### src/rtl/fp_recip_pkg.sv
`default_nettype none
// ============================================================================
// Module      : fp_recip_pkg
// Description : Shared types and constants for the iterative IEEE-754
//               reciprocal unit: FSM states, operand classes, flag indices
//               and the exponent-bias helper.
// Revision    : 1.0 - initial release
// ============================================================================
package fp_recip_pkg;

    typedef enum logic [1:0] {
        IDLE  = 2'd0,
        ITER  = 2'd1,
        ROUND = 2'd2,
        DONE  = 2'd3
    } state_t;

    typedef enum logic [2:0] {
        CLS_ZERO = 3'd0,
        CLS_INF  = 3'd1,
        CLS_NAN  = 3'd2,
        CLS_POW2 = 3'd3,
        CLS_NORM = 3'd4
    } class_t;

    // Bit positions inside the 4-bit flags vector {nan_in, dz, uf, nx}
    localparam int FLAG_NAN = 3;
    localparam int FLAG_DZ  = 2;
    localparam int FLAG_UF  = 1;
    localparam int FLAG_NX  = 0;

    function automatic int fp_bias(input int exp_w);
        return (1 << (exp_w - 1)) - 1;
    endfunction

endpackage : fp_recip_pkg
`default_nettype wire

### src/rtl/fp_mant_restoring_div.sv
`default_nettype none
// ============================================================================
// Module      : fp_mant_restoring_div
// Description : Radix-2 restoring divider computing 2.0 / D for a normalised
//               mantissa D = 1.f, one quotient bit per cycle over FRAC_W+2
//               cycles. Quotient is {1, frac, guard}; sticky = remainder != 0.
// Revision    : 1.0 - initial release
// ============================================================================
module fp_mant_restoring_div #(
    parameter int FRAC_W = 52
) (
    input  logic              clk,
    input  logic              rset,
    input  logic              start,
    input  logic [FRAC_W:0]   divisor,
    output logic [FRAC_W+1:0] quotient,
    output logic              sticky,
    output logic              busy,
    output logic              done
);

    localparam int c_STEPS = FRAC_W + 2;
    localparam int c_CNT_W = $clog2(c_STEPS + 1);
    // 2.0 expressed in the divisor's scaling (LSB weight 2^-FRAC_W)
    localparam logic [FRAC_W+2:0] c_TWO = {2'b01, {(FRAC_W+1){1'b0}}};

    logic [FRAC_W+2:0] r_rem;
    logic [FRAC_W+1:0] r_quo;
    logic [FRAC_W:0]   r_div;
    logic [c_CNT_W-1:0] r_cnt;
    logic              r_busy;

    logic              w_ge;
    logic [FRAC_W+2:0] w_rem_sub;

    // Trial subtraction; the remainder is restored by simply not taking it
    always_comb begin
        w_ge      = (r_rem >= {2'b00, r_div});
        w_rem_sub = w_ge ? (r_rem - {2'b00, r_div}) : r_rem;
    end

    // Iteration registers: load on start, then one quotient bit per cycle
    always_ff @(posedge clk or negedge rset) begin
        if (!rset) begin
            r_rem  <= '0;
            r_quo  <= '0;
            r_div  <= '0;
            r_cnt  <= '0;
            r_busy <= 1'b0;
        end else if (start) begin
            r_rem  <= c_TWO;
            r_quo  <= '0;
            r_div  <= divisor;
            r_cnt  <= c_CNT_W'(c_STEPS);
            r_busy <= 1'b1;
        end else if (r_busy) begin
            // remainder after subtraction is < D, so the shifted value fits
            r_rem <= {w_rem_sub[FRAC_W+1:0], 1'b0};
            r_quo <= {r_quo[FRAC_W:0], w_ge};
            r_cnt <= r_cnt - c_CNT_W'(1);
            if (r_cnt == c_CNT_W'(1)) begin
                r_busy <= 1'b0;
            end
        end
    end

    assign quotient = r_quo;
    assign sticky   = |r_rem;
    assign busy     = r_busy;
    // high during the cycle whose closing edge performs the final iteration
    assign done     = r_busy && (r_cnt == c_CNT_W'(1));

endmodule : fp_mant_restoring_div
`default_nettype wire

### src/rtl/fp_reciprocal_iter.sv
`default_nettype none
// ============================================================================
// Module      : fp_reciprocal_iter
// Description : Parametrised IEEE-754 reciprocal (1/x) with valid/ready
//               handshakes. Specials resolve in one cycle; ordinary operands
//               go through an iterative restoring mantissa divider followed
//               by round-to-nearest-even.
// Revision    : 1.0 - initial release
// ============================================================================
module fp_reciprocal_iter
    import fp_recip_pkg::*;
#(
    parameter int EXP_W  = 11,
    parameter int FRAC_W = 52,
    localparam int W     = 1 + EXP_W + FRAC_W
) (
    input  logic         clk,
    input  logic         rset,
    input  logic [W-1:0] rcprcl_input,
    input  logic         in_valid,
    output logic         in_ready,
    output logic [W-1:0] rcprcl_output,
    output logic         out_valid,
    input  logic         out_ready,
    output logic [3:0]   flags
);

    localparam int BIAS = fp_bias(EXP_W);
    localparam logic [EXP_W+1:0] c_TWO_BIAS = (EXP_W+2)'(2 * BIAS);
    localparam logic [EXP_W+1:0] c_ONE      = (EXP_W+2)'(1);
    localparam logic [W-1:0]     c_QNAN     = {1'b0, {EXP_W{1'b1}}, 1'b1, {(FRAC_W-1){1'b0}}};

    state_t r_state, w_state_nxt;
    class_t w_cls;

    logic                r_sign;
    logic [EXP_W-1:0]    r_exp_in;
    logic [W-1:0]        r_out;
    logic [3:0]          r_flags;

    logic                w_sign;
    logic [EXP_W-1:0]    w_exp_f;
    logic [FRAC_W-1:0]   w_frac_f;
    logic                w_accept;
    logic                w_start;
    logic [EXP_W+1:0]    w_pow2_exp;

    logic [FRAC_W+1:0]   w_quo;
    logic                w_sticky;
    logic                w_div_busy;
    logic                w_div_done;

    logic [FRAC_W-1:0]   w_frac_q;
    logic                w_guard;
    logic                w_rnd_up;
    logic [FRAC_W:0]     w_frac_sum;
    logic [EXP_W+1:0]    w_exp_rnd;
    logic                w_uf;
    logic [W-1:0]        w_rnd_out;
    logic [3:0]          w_rnd_flags;

    assign w_sign     = rcprcl_input[W-1];
    assign w_exp_f    = rcprcl_input[W-2:FRAC_W];
    assign w_frac_f   = rcprcl_input[FRAC_W-1:0];
    assign in_ready   = (r_state == IDLE) && !w_div_busy;
    assign w_accept   = in_valid && in_ready;
    assign w_start    = w_accept && (w_cls == CLS_NORM);
    // exact reciprocal exponent of a power of two; zero means it underflows
    assign w_pow2_exp = c_TWO_BIAS - {2'b00, w_exp_f};

    // Operand classification; subnormals are flushed and treated as zero
    always_comb begin
        w_cls = CLS_NORM;
        if (w_exp_f == '1) begin
            w_cls = (w_frac_f != '0) ? CLS_NAN : CLS_INF;
        end else if (w_exp_f == '0) begin
            w_cls = CLS_ZERO;
        end else if (w_frac_f == '0) begin
            w_cls = CLS_POW2;
        end
    end

    fp_mant_restoring_div #(
        .FRAC_W (FRAC_W)
    ) u_div (
        .clk      (clk),
        .rset     (rset),
        .start    (w_start),
        .divisor  ({1'b1, w_frac_f}),
        .quotient (w_quo),
        .sticky   (w_sticky),
        .busy     (w_div_busy),
        .done     (w_div_done)
    );

    // RNE on {1, frac, guard} plus sticky; exponent is 2*BIAS-e-1 (+carry)
    always_comb begin
        w_frac_q    = w_quo[FRAC_W:1];
        w_guard     = w_quo[0];
        w_rnd_up    = w_guard && (w_sticky || w_frac_q[0]);
        w_frac_sum  = {1'b0, w_frac_q} + {{FRAC_W{1'b0}}, w_rnd_up};
        w_exp_rnd   = c_TWO_BIAS - {2'b00, r_exp_in} - c_ONE
                    + {{(EXP_W+1){1'b0}}, w_frac_sum[FRAC_W]};
        w_uf        = w_exp_rnd[EXP_W+1] || (w_exp_rnd == '0);
        w_rnd_flags = '0;
        if (w_uf) begin
            w_rnd_out            = {r_sign, {(W-1){1'b0}}};
            w_rnd_flags[FLAG_UF] = 1'b1;
            w_rnd_flags[FLAG_NX] = 1'b1;
        end else begin
            // on carry-out the low FRAC_W bits of the sum are already zero
            w_rnd_out            = {r_sign, w_exp_rnd[EXP_W-1:0], w_frac_sum[FRAC_W-1:0]};
            w_rnd_flags[FLAG_NX] = w_guard || w_sticky;
        end
    end

    // State register
    always_ff @(posedge clk or negedge rset) begin
        if (!rset) begin
            r_state <= IDLE;
        end else begin
            r_state <= w_state_nxt;
        end
    end

    // Next-state logic
    always_comb begin
        w_state_nxt = r_state;
        case (r_state)
            IDLE:    if (w_accept) w_state_nxt = (w_cls == CLS_NORM) ? ITER : DONE;
            ITER:    if (w_div_done) w_state_nxt = ROUND;
            ROUND:   w_state_nxt = DONE;
            DONE:    if (out_ready) w_state_nxt = IDLE;
            default: w_state_nxt = IDLE;
        endcase
    end

    // Result/flag registers: specials written at accept, divisions at ROUND
    always_ff @(posedge clk or negedge rset) begin
        if (!rset) begin
            r_sign   <= 1'b0;
            r_exp_in <= '0;
            r_out    <= '0;
            r_flags  <= '0;
        end else if (w_accept) begin
            r_sign   <= w_sign;
            r_exp_in <= w_exp_f;
            r_flags  <= '0;
            case (w_cls)
                CLS_NAN: begin
                    r_out             <= c_QNAN;
                    r_flags[FLAG_NAN] <= 1'b1;
                end
                CLS_ZERO: begin
                    r_out            <= {w_sign, {EXP_W{1'b1}}, {FRAC_W{1'b0}}};
                    r_flags[FLAG_DZ] <= 1'b1;
                end
                CLS_INF: begin
                    r_out <= {w_sign, {(W-1){1'b0}}};
                end
                CLS_POW2: begin
                    if (w_pow2_exp == '0) begin
                        r_out            <= {w_sign, {(W-1){1'b0}}};
                        r_flags[FLAG_UF] <= 1'b1;
                    end else begin
                        r_out <= {w_sign, w_pow2_exp[EXP_W-1:0], {FRAC_W{1'b0}}};
                    end
                end
                default: begin
                    r_out <= '0;
                end
            endcase
        end else if (r_state == ROUND) begin
            r_out   <= w_rnd_out;
            r_flags <= w_rnd_flags;
        end
    end

    assign out_valid     = (r_state == DONE);
    assign rcprcl_output = r_out;
    assign flags         = r_flags;

endmodule : fp_reciprocal_iter
`default_nettype wire

### config.mk
export PLATFORM = sky130hd
export DESIGN_NAME = fp_reciprocal_iter
export DESIGN_NICKNAME = d
export VERILOG_FILES = /design/src/rtl/fp_recip_pkg.sv /design/src/rtl/fp_mant_restoring_div.sv /design/src/rtl/fp_reciprocal_iter.sv
export SDC_FILE = /design/constraint.sdc
export NUM_CORES = 1
export LEC_CHECK = 0
export CAP_MARGIN = 40
export CORE_MARGIN = 4
export CORE_UTILIZATION = 44
export DETAILED_ROUTE_END_ITERATION = 12
export PLACE_DENSITY = 0.65
export SYNTH_ARGS = -nofsm -noshare
export SYNTH_HDL_FRONTEND = slang
export SYNTH_SLANG_ARGS = --single-unit
export TNS_END_PERCENT = 5
### constraint.sdc
create_clock -name clk -period 4.7 [get_ports clk]
set_input_delay 0.705 -clock clk [delete_from_list [all_inputs] [get_ports clk]]
set_output_delay 0.705 -clock clk [all_outputs]
set_load 0.02 [all_outputs]
==> qor.txt <==
Avg Vias per Cell: 5.56
design area: 18000 µm²
layout cells sized above 1: 6.03%
post-CTS resize count: 0
fin cells: 2387
Top FF cell, synth: dfrtp_1
routed via count: 13271
CTS buffer count: 28
Avg Synthesized Cell Area: 8.38 µm²
clk_skew: 0.00938 ns
CP max FO: 12
sequential share of the synthesized area: 40.9%
Slew HR: 26.5%
die area: 37700 µm²
crit path DAT: 4.84 ns
warnings from Yosys: 0
Post-DRT Antenna Nets: 0
RSZ-0062 raised after global routing: no
CTS tree: built
Comb pwr share: 25.6%
first-pass GRT wire length: 67.1 mm
Max Freq: 229 MHz
CTS Sinks: 249
DRC: 0
Hold Slack: 0.192 ns
initial antenna violation count: 0
DRT iter0 DRCs: 960
H-tree depth: 1
core area: 33900 µm²
setup violators final: 0
gpl congestion: 0.930
Syn Nets: 1955
hpwl dp: 29.9 mm
power per cell area: 356 nW/µm²
Post-synth EDFFs: 0
data required time of the worst path: 5.17 ns
distinct cell type count after synthesis: 78
period utilization: 92.9%
Pint: 4460 µW
Post-Syn Instances: 1819
Final min period: 4.37 ns
Post-CTS Hold Buffers: 0
Die Y: 194 µm
DIE WIDTH: 194 µm
Ant. Diodes: 0
Congestion Overflow GR: 0
status: finished, final reports clean
# Max-Cap Violations: 0
Slew Limit Fails: 0
placed cell areas: 17000 µm²
clk slew on worst S/H paths: 0.06 ns
Seq cells post-synth: 249
standard-cell rows: 67
Least-Margin Pin Slew: 1.10 ns
Clk pwr share: 33.8%
switching pwr: 1950 µW
Switching Fraction: 30.4%
I/O Buffers: 137
Clock Latency Late Sink: 0.56 ns
count of final hold-check violations: 0
Leak: 0.00828 µW
IO Count: 138
ys async rst share: 100%
Core Util, Final: 53.3%
element type at the critical path start: flip-flop
layout filler cell count: 3206
Worst Hold Class: input port to asynchronous set/reset pin
GRT Overall Usage: 21.2%
Root Buffer: clkbuf_16
Worst VDD drop: 0.000327 V
drt total wl: 41.6 mm
starting density of the core: 45.0%
Crit Path Category: flip-flop to flip-flop
critical path capture point type: flip-flop
setup bufs post-CTS: 0
vias in the first global route: 12827
Flop pwr share: 40.6%
post-route setup TNS: 0 ns
DR WL/cell: 17.4 µm
placed cells: 2334
clk buf depth: 3
area grow syn2layout: 18.4%
first-pass iteration count of the detailed router: 6
# nets final: 2054
mapped cell area: 15200 µm²
pin count of the biggest net entering global routing: 139
==> synthesized netlist by cell type (8+ instances only) <==
library cell / count / area share (%)
nand2b_1: 11 / 0.45
nor2_1: 81 / 2.0
a32oi_1: 8 / 0.46
nand4_1: 32 / 1.3
o21ai_0: 217 / 7.1
o221ai_1: 8 / 0.46
a31oi_1: 11 / 0.45
nor4_1: 46 / 1.9
o21a_1: 9 / 0.44
xnor2_1: 64 / 3.7
or3_1: 8 / 0.33
buf_2: 19 / 0.62
nor3_1: 15 / 0.49
a22o_1: 10 / 0.57
dfrtp_1: 249 / 41
a21o_1: 24 / 1.2
ha_1: 67 / 5.5
o21ai_1: 27 / 0.89
nand2_1: 391 / 9.6
nor2b_1: 11 / 0.45
clkbuf_1: 60 / 1.5
nand3_1: 43 / 1.4
a21oi_1: 93 / 3.1
xor2_1: 63 / 3.6
mux2i_1: 22 / 1.4
and3_1: 15 / 0.62
inv_1: 82 / 2.0
==> power by group through the flow <==
stage          Clock (µW)  Combinational (µW)  Sequential [µW]
6_report             2170                1640             2610
2_1_floorplan           0                 461             2950
5_1_grt              2300                1780             2650
3_3_place_gp            0                1570             2630
4_1_cts              2220                1610             2610
3_5_place_dp            0                1610             2650
==> cells in the final DEF (no fill, tap or decap), drive strengths merged, types with 6 or more instances in the layout <==
master and count:
xor2 63, a21o 24, dfrtp 249, a21boi 7
a22o 10, nand3 43, a31oi 11, xnor2 64
nor2b 11, buf 25, clkbuf 47, or2 7
or3 8, o21ai 246, mux2i 22, nor3 18
o31ai 9, clkdlybuf4s50 136, nand4 33, a211oi 9
and2 7, nand2b 11, nand2 392, a21oi 100
ha 67, a32oi 8, and3 16, inv 82
o21a 9, o211ai 6, nor4 47, o221ai 8
nor2 84, o21bai 6
==> critical path, stage by stage, from the launching register on <==
cell     delay (ns)
dfrtp_1        0.39
and2_1         0.17
ha_1           0.20
nand4_1        0.15
nor2_2         0.18
nand2_1        0.08
nor3_1         0.17
nand2_1        0.09
nor4_2         0.21
buf_4          0.17
nand4_1        0.12
ha_1           0.24
ha_1           0.25
a21o_1         0.17
a22o_1         0.19
a21oi_2        0.17
xor2_1         0.21
nor4_1         0.08
o21a_1         0.20
o21ai_2        0.21
nand3_4        0.17
buf_12         0.23
o21ai_0        0.20
==> routing by layer <==
layer | wire, µm | vias to the layer above | global-route usage (%)
li1 | - | 6537 | -
met1 | 19000 | 6350 | 29.1
met2 | 19500 | 310 | 35.4
met3 | 1870 | 74 | 2.61
met4 | 1210 | 0 | 5.94
met5 | 0 | - | 0
==> stage by stage <==
stage               total power, µW  setup slack (ns)
global route                   6720            0.0142
finish                         6420             0.332
floorplan                      3410             0.567
CTS                            6440             0.204
global placement               4210             0.412
detailed placement             4250             0.211
==> cell families (layout without fill, tap and decap cells) <==
| kind of cell | after synthesis | in the layout | share of synthesized area (%) |
|---|---|---|---|
| xor+xnor | 127 | 127 | 7.30 |
| fa+ha+maj | 68 | 68 | 5.63 |
| mux | 24 | 24 | 1.59 |
| flops | 249 | 249 | 40.9 |
| buf+inv | 177 | 297 | 4.92 |
| compound gates | 482 | 482 | 19.1 |
| simple gates | 692 | 692 | 20.6 |
==> final cells by class <==
type / instances / area [µm²] / area share (%)
multi-input cells: 1393 / 8320 / 46.1
flip-flops and latches: 249 / 6230 / 34.5
repair buffers: 164 / 1710 / 9.48
clock buffers: 45 / 835 / 4.62
well taps: 448 / 561 / 3.11
inverters: 82 / 308 / 1.71
clock inverters: 6 / 82.6 / 0.458
==> registers in the layout (all words and copies together) (netlist names) <==
register,cells
u_div.r_cnt,6
u_div.r_div,53
rcprcl_output,64
u_div.r_rem,54
u_div.quotient,53
r_exp_in,11
u_div.busy,1
r_state,2
r_sign,1
flags,4
==> worst paths after layout <==
kind                                                from                             to  slack, ns  cells after the start
setup / recovery           u_div.quotient[1]$_DFFE_PN0P_  rcprcl_output[15]$_DFFE_PN0P_       0.33                     22
hold / removal                                      rset        r_exp_in[5]$_DFFE_PN0P_       0.19                      1
setup reg to reg           u_div.quotient[1]$_DFFE_PN0P_  rcprcl_output[15]$_DFFE_PN0P_       0.33                     22
hold reg to reg              u_div.r_div[52]$_DFFE_PN0P_    u_div.r_div[52]$_DFFE_PN0P_       0.45                      2
max in group asynchronous                           rset     u_div.r_rem[3]$_DFFE_PN0P_       3.37                      2
min in group clk             u_div.r_div[52]$_DFFE_PN0P_    u_div.r_div[52]$_DFFE_PN0P_       0.45                      2
Power figures use the tool's default switching activity.
